## config.mk

```make
export PLATFORM = sky130hd
export DESIGN_NAME = s_machine_core
export DESIGN_NICKNAME = d
export VERILOG_FILES = /design/src/rtl/s_machine_core.sv
export SDC_FILE = /design/constraint.sdc
export NUM_CORES = 1
export LEC_CHECK = 0
export ABC_CLOCK_PERIOD_IN_PS = 10150
export CORE_MARGIN = 10
export CORE_UTILIZATION = 39
export CTS_BUF_LIST = sky130_fd_sc_hd__clkbuf_16
export DETAILED_ROUTE_END_ITERATION = 8
export PLACE_DENSITY = 0.69
export SLEW_MARGIN = 25
export SYNTH_ARGS = -nofsm -noshare
export SYNTH_HDL_FRONTEND = slang
export SYNTH_SLANG_ARGS = --single-unit
```

## constraint.sdc

```tcl
create_clock -name clk -period 10.15 [get_ports clk]
set_clock_uncertainty 0.15 [all_clocks]
set_input_delay 2.03 -clock clk [delete_from_list [all_inputs] [get_ports clk]]
set_output_delay 2.03 -clock clk [all_outputs]
set_load 0.05 [all_outputs]
```

## src/rtl/s_machine_core.sv

```systemverilog
// s_machine_core: multi-cycle S-Machine interpreter with a DATA_W-wide A/B
// register pair, a req/ack data-memory port and a terminal HALT state.
//
// Ports:
//   clk, rst_n            clock, asynchronous active-low reset
//   enable                permits issue of the instruction on inst
//   inst[15:0]            current instruction from ROM (stable while busy)
//   PC[PC_W-1:0]          address of the current instruction
//   mem_req/mem_we        memory request (held until ack), 1 = store
//   mem_addr[8:0]         inst[8:0] of the memory instruction
//   mem_wdata[DATA_W-1:0] store data
//   mem_rdata, mem_ack    load data, valid in the single-cycle ack
//   busy, halted          busy in MEM_WAIT/HALT, halted in HALT
//   flags[2:0]            {Z,N,C}
module s_machine_core #(
    parameter int DATA_W = 16,
    parameter int PC_W   = 8
) (
    input  logic              clk,
    input  logic              rst_n,
    input  logic              enable,
    input  logic [15:0]       inst,
    output logic [PC_W-1:0]   PC,
    output logic              mem_req,
    output logic              mem_we,
    output logic [8:0]        mem_addr,
    output logic [DATA_W-1:0] mem_wdata,
    input  logic [DATA_W-1:0] mem_rdata,
    input  logic              mem_ack,
    output logic              busy,
    output logic              halted,
    output logic [2:0]        flags
);

    localparam logic [1:0] S_EXEC = 2'd0, S_MEM = 2'd1, S_HALT = 2'd2;

    localparam logic [3:0] OP_LD  = 4'h0, OP_ST  = 4'h1, OP_INC = 4'h2, OP_BR   = 4'h3,
                           OP_ADD = 4'h4, OP_SUB = 4'h5, OP_OR  = 4'h6, OP_AND  = 4'h7,
                           OP_XOR = 4'h8, OP_SHR = 4'h9, OP_MOV = 4'hA, OP_EXCH = 4'hB,
                           OP_CMP = 4'hC, OP_SET = 4'hD, OP_CLR = 4'hE, OP_HALT = 4'hF;

    logic [1:0]        state_q;
    logic [DATA_W-1:0] a_q, b_q;
    logic [2:0]        flags_q;
    logic [PC_W-1:0]   pc_q;
    logic              ld_b_q;     // load destination remembered across wait states

    logic [3:0]        op;
    logic              sel_b;
    logic [2:0]        mask;
    logic [DATA_W-1:0] imm, ld_val, reg_sel;
    logic [DATA_W:0]   inc_sum, add_sum, sub_dif;
    logic [PC_W-1:0]   pc_inc;
    logic              br_taken;

    assign op      = inst[15:12];
    assign sel_b   = inst[11];
    assign mask    = inst[10:8];
    assign imm     = DATA_W'(inst[7:0]);
    assign ld_val  = inst[9] ? (imm << (DATA_W - 8)) : imm;
    assign reg_sel = sel_b ? b_q : a_q;
    // One extra bit on each sum: the MSB is carry for add, borrow for subtract.
    assign inc_sum = {1'b0, reg_sel} + {1'b0, imm};
    assign add_sum = {1'b0, a_q} + {1'b0, b_q};
    assign sub_dif = {1'b0, a_q} - {1'b0, b_q};
    assign pc_inc  = pc_q + PC_W'(1);
    // Inverted sense tests for any masked flag clear; an empty mask never fires.
    assign br_taken = sel_b ? |(mask & ~flags_q) : (|(mask & flags_q) || mask == 3'b000);

    function automatic logic [1:0] zn(input logic [DATA_W-1:0] r);
        return {r == '0, r[DATA_W-1]};
    endfunction

    logic [DATA_W-1:0] a_n, b_n;
    logic [2:0]        f_n;
    logic [PC_W-1:0]   pc_n;
    logic [1:0]        st_n;
    logic              mem_go;

    always_comb begin
        a_n    = a_q;
        b_n    = b_q;
        f_n    = flags_q;
        pc_n   = pc_inc;
        st_n   = S_EXEC;
        mem_go = 1'b0;
        case (op)
            OP_LD: begin
                if (inst[10]) begin
                    if (sel_b) b_n = ld_val;
                    else       a_n = ld_val;
                end else begin
                    mem_go = 1'b1;
                    pc_n   = pc_q;
                    st_n   = S_MEM;
                end
            end
            OP_ST: begin
                mem_go = 1'b1;
                pc_n   = pc_q;
                st_n   = S_MEM;
            end
            OP_INC: begin
                if (sel_b) b_n = inc_sum[DATA_W-1:0];
                else       a_n = inc_sum[DATA_W-1:0];
                f_n = {zn(inc_sum[DATA_W-1:0]), inc_sum[DATA_W]};
            end
            OP_BR:   pc_n = br_taken ? PC_W'(inst[7:0]) : pc_inc;
            OP_ADD: begin
                a_n = add_sum[DATA_W-1:0];
                f_n = {zn(add_sum[DATA_W-1:0]), add_sum[DATA_W]};
            end
            OP_SUB: begin
                a_n = sub_dif[DATA_W-1:0];
                f_n = {zn(sub_dif[DATA_W-1:0]), sub_dif[DATA_W]};
            end
            OP_CMP:  f_n = {zn(sub_dif[DATA_W-1:0]), sub_dif[DATA_W]};
            OP_OR: begin
                a_n = a_q | b_q;
                f_n = {zn(a_q | b_q), 1'b0};
            end
            OP_AND: begin
                a_n = a_q & b_q;
                f_n = {zn(a_q & b_q), 1'b0};
            end
            OP_XOR: begin
                a_n = a_q ^ b_q;
                f_n = {zn(a_q ^ b_q), 1'b0};
            end
            OP_SHR: begin
                a_n = a_q >> 1;
                f_n = {zn(a_q >> 1), a_q[0]};
            end
            OP_MOV:  b_n = a_q;
            OP_EXCH: begin
                a_n = b_q;
                b_n = a_q;
            end
            OP_SET:  f_n = flags_q | mask;
            OP_CLR:  f_n = flags_q & ~mask;
            OP_HALT: begin
                pc_n = pc_q;
                st_n = S_HALT;
            end
            default: ;
        endcase
    end

    always_ff @(posedge clk or negedge rst_n) begin
        if (!rst_n) begin
            state_q   <= S_EXEC;
            a_q       <= '0;
            b_q       <= '0;
            flags_q   <= '0;
            pc_q      <= '0;
            ld_b_q    <= 1'b0;
            mem_req   <= 1'b0;
            mem_we    <= 1'b0;
            mem_addr  <= '0;
            mem_wdata <= '0;
        end else begin
            case (state_q)
                S_EXEC: if (enable) begin
                    a_q     <= a_n;
                    b_q     <= b_n;
                    flags_q <= f_n;
                    pc_q    <= pc_n;
                    state_q <= st_n;
                    if (mem_go) begin
                        mem_req   <= 1'b1;
                        mem_we    <= (op == OP_ST);
                        mem_addr  <= inst[8:0];
                        mem_wdata <= reg_sel;
                        ld_b_q    <= sel_b;
                    end
                end
                S_MEM: if (mem_ack) begin
                    mem_req <= 1'b0;
                    pc_q    <= pc_inc;
                    state_q <= S_EXEC;
                    if (!mem_we) begin
                        if (ld_b_q) b_q <= mem_rdata;
                        else        a_q <= mem_rdata;
                    end
                end
                default: ;  // HALT: only reset leaves
            endcase
        end
    end

    assign PC     = pc_q;
    assign flags  = flags_q;
    assign busy   = (state_q != S_EXEC);
    assign halted = (state_q == S_HALT);

endmodule

```

Word-level counts from Yosys, hierarchy flattened
Cells that the tools add are included.
W data, S select, Z words.

word-level totals
  flip-flop bits (word level) = 73
  memory bits (read-only) = 0
  output and inout bits = 40
  input bits = 36
  bits in writable memories = 0
  memories = 0
  bits in latches = 0
  logic and storage cells = 119

operators by class
  bitwise operators = 9
  divide/modulo/power cells = 0
  shifts and indexed selects = 0
  add/sub/neg operators = 4
  multiply operators = 0
  order comparisons = 0
  mux-type cells = 39
  reductions and logical operators = 26
  eq/ne operators = 31

operators by type and width
  operator               count
  $mux W16               16
  $pmux W16 S9           1
  $logic_not A16 Y1      7
  $pmux W16 S2           2
  $pmux W16 S3           1
  $eq A4 B4 Y1 const B   8
  $mux W8                4
  $pmux W3 S9            1
  $pmux W8 S3            1
  $reduce_and A9 Y1      2
  $add A16 B16 Y17       1
  $add A16 B8 Y17        1
  $sub A16 B16 Y17       1
  $and A16 B16 Y16       1
  $eq A4 B3 Y1 const B   4
  $or A16 B16 Y16        1
  $pmux W8 S2            1
  $xor A16 B16 Y16       1
  $ne A3 B3 Y1 const B   5
  $ne A2 B2 Y1 const B   7
  $ne A10 B1 Y1 const B  1
  $and A3 B3 Y3          3
  $reduce_and A3 Y1      3
  $reduce_bool A9 Y1     1
  other kinds (22)       35

Depth between registers and ports, before layout
  depth in word-level cells = 8
  gate-level depth with buffers = 16

Least setup slack after synthesis
No wires, ideal clock.

  path kind = input port to flip-flop
  from = input port inst[11]
  to = register a_q[10]
  arrival time = 5.468 ns
  slack = 4.445 ns
  stages on the path = 14
  library setup time = 0.087 ns
  path through = clkbuf_1 clkbuf_1 clkbuf_1 clkbuf_1 o21ai_0 fa_1 a211o_1 a21o_1 and4_1 or2_1 o211ai_1 a221oi_1 or3_1 a22oi_1

on the way
  longest elaborated chain between the ends = 6
  elaborated cells between the ends (all ways) = 9
  those cells by class = add/sub (1); eq/ne (2); mux (5); reduce/logical (1)

RTL lines
  element               RTL line  RTL
  from (decl)           22        input logic [15:0] inst,
  $mux W16              61        assign reg_sel = sel_b ? b_q : a_q;
  via reg_sel[1]        51        logic [DATA_W-1:0] imm, ld_val, reg_sel;
  $add A16 B8 Y17       63        assign inc_sum = {1'b0, reg_sel} + {1'b0, imm};
  $mux W16              104       if (sel_b) b_n = inc_sum[DATA_W-1:0];
  $pmux W16 S9          87        case (op)
  $mux W16              163       S_EXEC: if (enable) begin
  $pmux W16 S2          162       case (state_q)
  to (signal assigned)  164       a_q <= a_n;
  to (signal assigned)  183       else a_q <= mem_rdata;
  to (decl)             43        logic [DATA_W-1:0] a_q, b_q;

The timed path passes the listed nets, and every way through them passes these cells. The select of a mux whose other input is x is not followed.
A chain may end at the register's enable or synchronous reset.

Worst setup path after layout
  from = input port inst[12]
  to = register flags_q[2] (netlist: flags[2])

on the way
  longest elaborated chain between the ends = 4
  elaborated cells between the ends (all ways) = 14
  those cells by class = eq/ne (10); mux (1); reduce/logical (3)

RTL lines
  element                                              RTL line  RTL
  $eq A4 B4 Y1 / $eq A4 B3 Y1 (equally long branches)  87
  $reduce_or A2 Y1 (no line)                           -
  $reduce_bool A9 Y1 (no line)                         -
  $reduce_and A3 Y1 (no line)                          -
  to (signal assigned)                                 166       flags_q <= f_n;
  to (decl)                                            44        logic [2:0] flags_q;

Several ways; a longest one is shown, not always the timed one.

==> qor.yml <==
cts_made_buffers: 9
io_pins: 76
setup_viol: 0
yosys.area_share.simple: 0.212
vias_per_cell: 6.36
hp-class: "flop to flop"
drt-total-wl_um: 31100
synth.yosys.seq_area_share: 0.234
crit_required_ps: 10280
hold_violations: 0
finalCriticalPeriod_ps: 5460
period_share: 0.538
syn_area_mm2: 0.00781
yosys_warnings: 0
wl_per_cell_um: 23.2
initial_core_util: 0.399
clockRootBuffer: "clkbuf_16"
avgSynthCellArea_um2: 7.57
synth_edf_count: 0
htreeDepth: 3
fin_nets: 1165
crit_fanout: 22
power.density_mw_per_mm2: 96.3
cts_max_path_buffers: 2
drt_iter0_drc: 1140
synthXorXnorAreaFrac: 0.0359
place_congestion: 1.02
crit_type: "input pin to flop"
die_w_um: 162
drive_gt1_frac: 0.0642
vdd_drop_max_uv: 77.8
design_area_mm2: 0.00911
gr-total-overflow: 0
synth-main-ff-cell: "dfrtp_1"
syn_inst: 1032
synth_area_leader_cell: "dfrtp_1"
syn_nets: 1128
synth_top_area_share: 0.234
drv_slew: 0
cts_resized: 0
grt_pass1_wl_um: 48300
clk_pin_slew_ps: 70
vias: 8526
post-dp-hpwl_um: 23500
core_area_mm2: 0.0196
placed_area_mm2: 0.00878
cap_violations: 0
worst_pin_slew_ps: 1030
synth.area.top_cells: "dfrtp_1 23%, ha_1 9.1%, a21oi_1 5.8%"
antenna_found_initial: 1
cts_tree: "yes"
synth_compound_area_frac: 0.312
drtAntennaViolNets: 0
synth_top_family_by_area: "compound AO/OA/AOI/OAI gates"
relSlewSlack: 0.294
power_leakage_nw: 3.62
ys_types: 76
rsz0062_at_grt: "no"
synth_mux_area_frac: 0.0457
synth_seq_cells: 73
grt_util_all_layers: 0.232
clock_latency_ps: 350
status: "complete, no violations"
syn_to_final_growth_pct: 16.6
cts_sinks: 73
synthArstFlopShare: 1.00
grt_pass1_vias: 8038
rows: 51
cp-end-kind: "flop"
startpoint_type: "input pin"
die_h_um: 162
portBuffers: 75
cts-hold-fix-buffers: 0
dr.pass1.iters: 6
setup_tns_ps: 0
post_cts_buffers: 0
critPathArrivalTime_ps: 5590
grt_max_degree: 74
dieArea_mm2: 0.0261
fmax_mhz: 183
synth_fa_ha_area_frac: 0.0990
drc: 0
-- cells in the mapped netlist (19+ instances only) --
cell type	n
nand2_1	112
dfrtp_1	73
inv_1	60
clkbuf_1	57
o21ai_0	69
mux2_2	21
nor3_1	19
nor2_1	79
a221oi_1	20
nand3_1	33
ha_1	57
a21oi_1	91
-- sequential cells by signal, summed over array words and instances (netlist names) --
register,flops
mem_addr,9
flags,3
PC,8
b_q,16
mem_req,1
mem_wdata,16
a_q,16
ld_b_q,1
mem_we,1
state_q,2
-- path summary, 6_finish.rpt --
path | start | endpoint | slack (ps) | depth (start not counted)
max in group asynchronous | rst_n | mem_wdata[15] | 7820 | 1
hold reg to reg | mem_wdata[12] | mem_wdata[12] | 330 | 2
hold / removal | mem_wdata[12] | mem_wdata[12] | 330 | 2
setup / recovery | inst[12] | flags[2] | 4690 | 8
setup reg to reg | a_q[5] | flags[0] | 6120 | 10
min in group asynchronous | rst_n | mem_addr[6] | 1550 | 1
-- kinds of logic after synthesis --
kind of cell               Yosys count
buffers and inverters              125
and+or+nand+nor                    344
xor gates and xnor gates            32
adders and majority gates           60
AOI/OAI and AO/OA                  365
DFF                                 73
muxes                               33
-- power breakdown --
group	switching [W]	internal (W)	total [W]
clock network	0.000153	0.000174	0.000327
logic	0.000155	0.0000844	0.000239
registers	0.0000138	0.000296	0.000310
total	0.000322	0.000555	0.000877
-- metrics by stage --
stage               std cells  hold slack (ps)   util  setup WS [ps]  total power, W
finish                   1340              329  0.465           4690        0.000877
global route             1339              369  0.465           4460        0.000910
CTS                      1338              334  0.463           4760        0.000870
detailed placement       1322              319  0.448           4410        0.000546
global placement         1322              311  0.448           4460        0.000545
floorplan                1032              353      -           4440        0.000456
-- cell type report --
class                   instances  area, um^2
fillers                      2053       10500
multi-input cells             834        5540
flip-flops and latches         73        1830
repair buffers                 90         885
well taps                     265         332
inverters                      61         229
clock buffers                   9         225
clock inverters                 7        68.8
diodes                          1        2.50
-- placed cells by master (no fill, tap or decap), drive strengths merged, types with 19 or more instances in the layout --
master	n
o21ai	84
mux2	21
nand3	33
nand2	112
nor3	19
dfrtp	73
ha	57
inv	67
nor2	79
a21oi	91
clkdlybuf4s50	74
a221oi	20
-- per-layer routing --
layer	GRT usage	wire [um]	vias up
li1	-	-	3911
met1	0.308	13300	4019
met2	0.350	13500	522
met3	0.0689	3360	74
met4	0.0840	1020	0
met5	0	0	-
-- worst max-delay path: stages --
cell	delay, ps
clkdlybuf4s50_1	840
or3_1	810
a2111oi_4	290
o2111ai_1	130
or4_1	460
or4_1	400
or4_1	470
o21ai_1	140
Note: power is estimated with default switching activity, not from simulation.
==> variant: new RTL, same flow settings <==
The parameter `DATA_W` goes from 16 to 32.
--- a/src/rtl/s_machine_core.sv
+++ b/src/rtl/s_machine_core.sv
@@ -14,5 +14,5 @@
 //   flags[2:0]            {Z,N,C}
 module s_machine_core #(
-    parameter int DATA_W = 16,
+    parameter int DATA_W = 32,
     parameter int PC_W   = 8
 ) (
Interface: changed (resized mem_rdata and mem_wdata); port bits go from 76 to 108. No check against the original RTL was run, so the function may have changed too.
==> variant against the unedited design <==
Global-route usage grew 7.3 points. Via count increased by 97%. Worst setup slack worse by 0.96 ns. Final area up 79%. Routed wire length is 130% higher. Sequential share of layout area is 1.5 points lower. Maximum frequency is 15% lower. Synthesized area up 84%. Sequential power is 61% higher. Sequential cell count rose by 48. Total power grew 73%. Critical endpoint unchanged. Largest power group unchanged.
==> variant: results (changes against the unedited design) <==
* Critical Path AT at 6.64 ns (+1.05 ns)
* Sequential-to-total area share from yosys stat at 21.1% (-2.3 points)
* Synth top cells by count: 187 x sky130_fd_sc_hd__nand2_1, 168 x sky130_fd_sc_hd__nor2_1, 162 x sky130_fd_sc_hd__a21oi_1, 142 x sky130_fd_sc_hd__o21ai_0, 121 x sky130_fd_sc_hd__dfrtp_1
* Status: complete, no violations
* Worst-path maximum fanout at 6 (-73%)
* FILL cells at 3699 (+80%)
* Largest registers: a_q: 32 flops, b_q: 32 flops, mem_wdata: 32 flops
* Mean number of vias per cell at 6.89 (+8.3%)
* Ratio of cells with drive above 1 in the final layout at 5.79% (-0.63 points)
* Largest stage delay on the critical path at 0.93 ns (+0.09 ns)
* Port Buf Inserts at 107 (+43%)
* Antenna diode instance count at 0 (-1)
* Worst slack at placement at 3.34 ns (-1.07 ns)
* Worst relative slew slack at 25.2% (-4.2 points)
* Min cycle time layout at 6.42 ns (+0.960 ns)
* Wirelength, routed at 70.6 mm (+130%)
* Post-layout net count at 2120 (+82%)
* Worst-path cell with the longest stage delay: sky130_fd_sc_hd__a2111oi_0
* Count of cell types in the netlist at 90 (+18%)
* Wire length of the first global-routing pass at 104 mm (+110%)
* First DRT Iteration DRCs at 2619 (+130%)
* LEAKAGE at 6.64 nW (+84%)
* Number of global-route vias before repair at 15600 (+94%)
* Overall routing resource usage at 30.6% (+7.3 points)
* Clock latency on the worst-skew pair at 0.44 ns (+0.09 ns)
* Family with the most delay on the worst path: compound AO/OA/AOI/OAI gates
* Weighted congestion at the end of routability-driven global placement at 1.02 (+0.36%)
* Total clock buffers created by CTS at 17 (+8)
* Leading post-synthesis cells by cell area: sky130_fd_sc_hd__dfrtp_1 21%, sky130_fd_sc_hd__ha_1 9.5%, sky130_fd_sc_hd__a21oi_1 5.7%
* Number of levels the H-tree was split into at 4 (+1)
* Largest net degree at the start of global routing at 73 (-1.4%)
## variant: per-layer routing
| metal | track usage (%) | part of all wire (%) |
|---|---|---|
| met1 | 41.5 | 41 |
| met2 | 43.5 | 41 |
| met3 | 8.19 | 13 |
| met4 | 15.5 | 5.5 |
| met5 | 0.115 | 0.027 |
## variant: cells by family after synthesis
logic type / count (synthesis) / synth area share, %
flip-flops: 121 / 21.1
AND/OR/NAND/NOR: 658 / 22.3
multiplexers: 61 / 4.44
adder cells (fa/ha/maj): 112 / 9.93
AO/OA/AOI/OAI: 671 / 31.6
XOR/XNOR: 68 / 4.15
buffers and inverters: 236 / 6.43
## variant: path summary, 6_finish.rpt
path / slack (ns) / start / end
setup / recovery: 3.73 / inst[0] / flags[2]
max in group asynchronous: 6.94 / rst_n / b_q[1]
hold reg to reg: 0.32 / mem_wdata[14] / mem_wdata[14]
min in group asynchronous: 1.53 / rst_n / mem_wdata[16]
setup reg to reg: 5.04 / a_q[20] / flags[2]
hold / removal: 0.32 / mem_wdata[14] / mem_wdata[14]
## variant: power breakdown
part           leakage, nW  switching [mW]  total [mW]  internal, mW
Clock                0.298           0.249       0.656         0.407
Sequential            1.59          0.0123       0.500         0.488
Combinational         4.75           0.245       0.364         0.119
## variant: cell type report
type / count / share of cell area (%)
timing repair buffer: 136 / 7.84
clock buffer: 17 / 2.60
clock inverter: 15 / 1.12
inverter: 110 / 2.53
sequential: 121 / 18.5
tap: 468 / 3.58
multi-input combinational: 1570 / 63.8
## variant: tightest hold or removal path: stages, from the launching register on
cell                      delay, ns
sky130_fd_sc_hd__dfrtp_1       0.34
sky130_fd_sc_hd__nand2_1       0.04
sky130_fd_sc_hd__o21ai_0       0.06
## variant: through the flow
stage                     util, %  hold WS (ns)  std cells  area [µm²]
after floorplan                 -         0.347       1927       14300
after global placement       43.2         0.313       2405       15700
after detailed placement     43.2         0.319       2405       15700
after CTS                    44.8         0.331       2437       16300
after global routing         44.9         0.345       2437       16300
final                        44.9         0.324       2437       16300
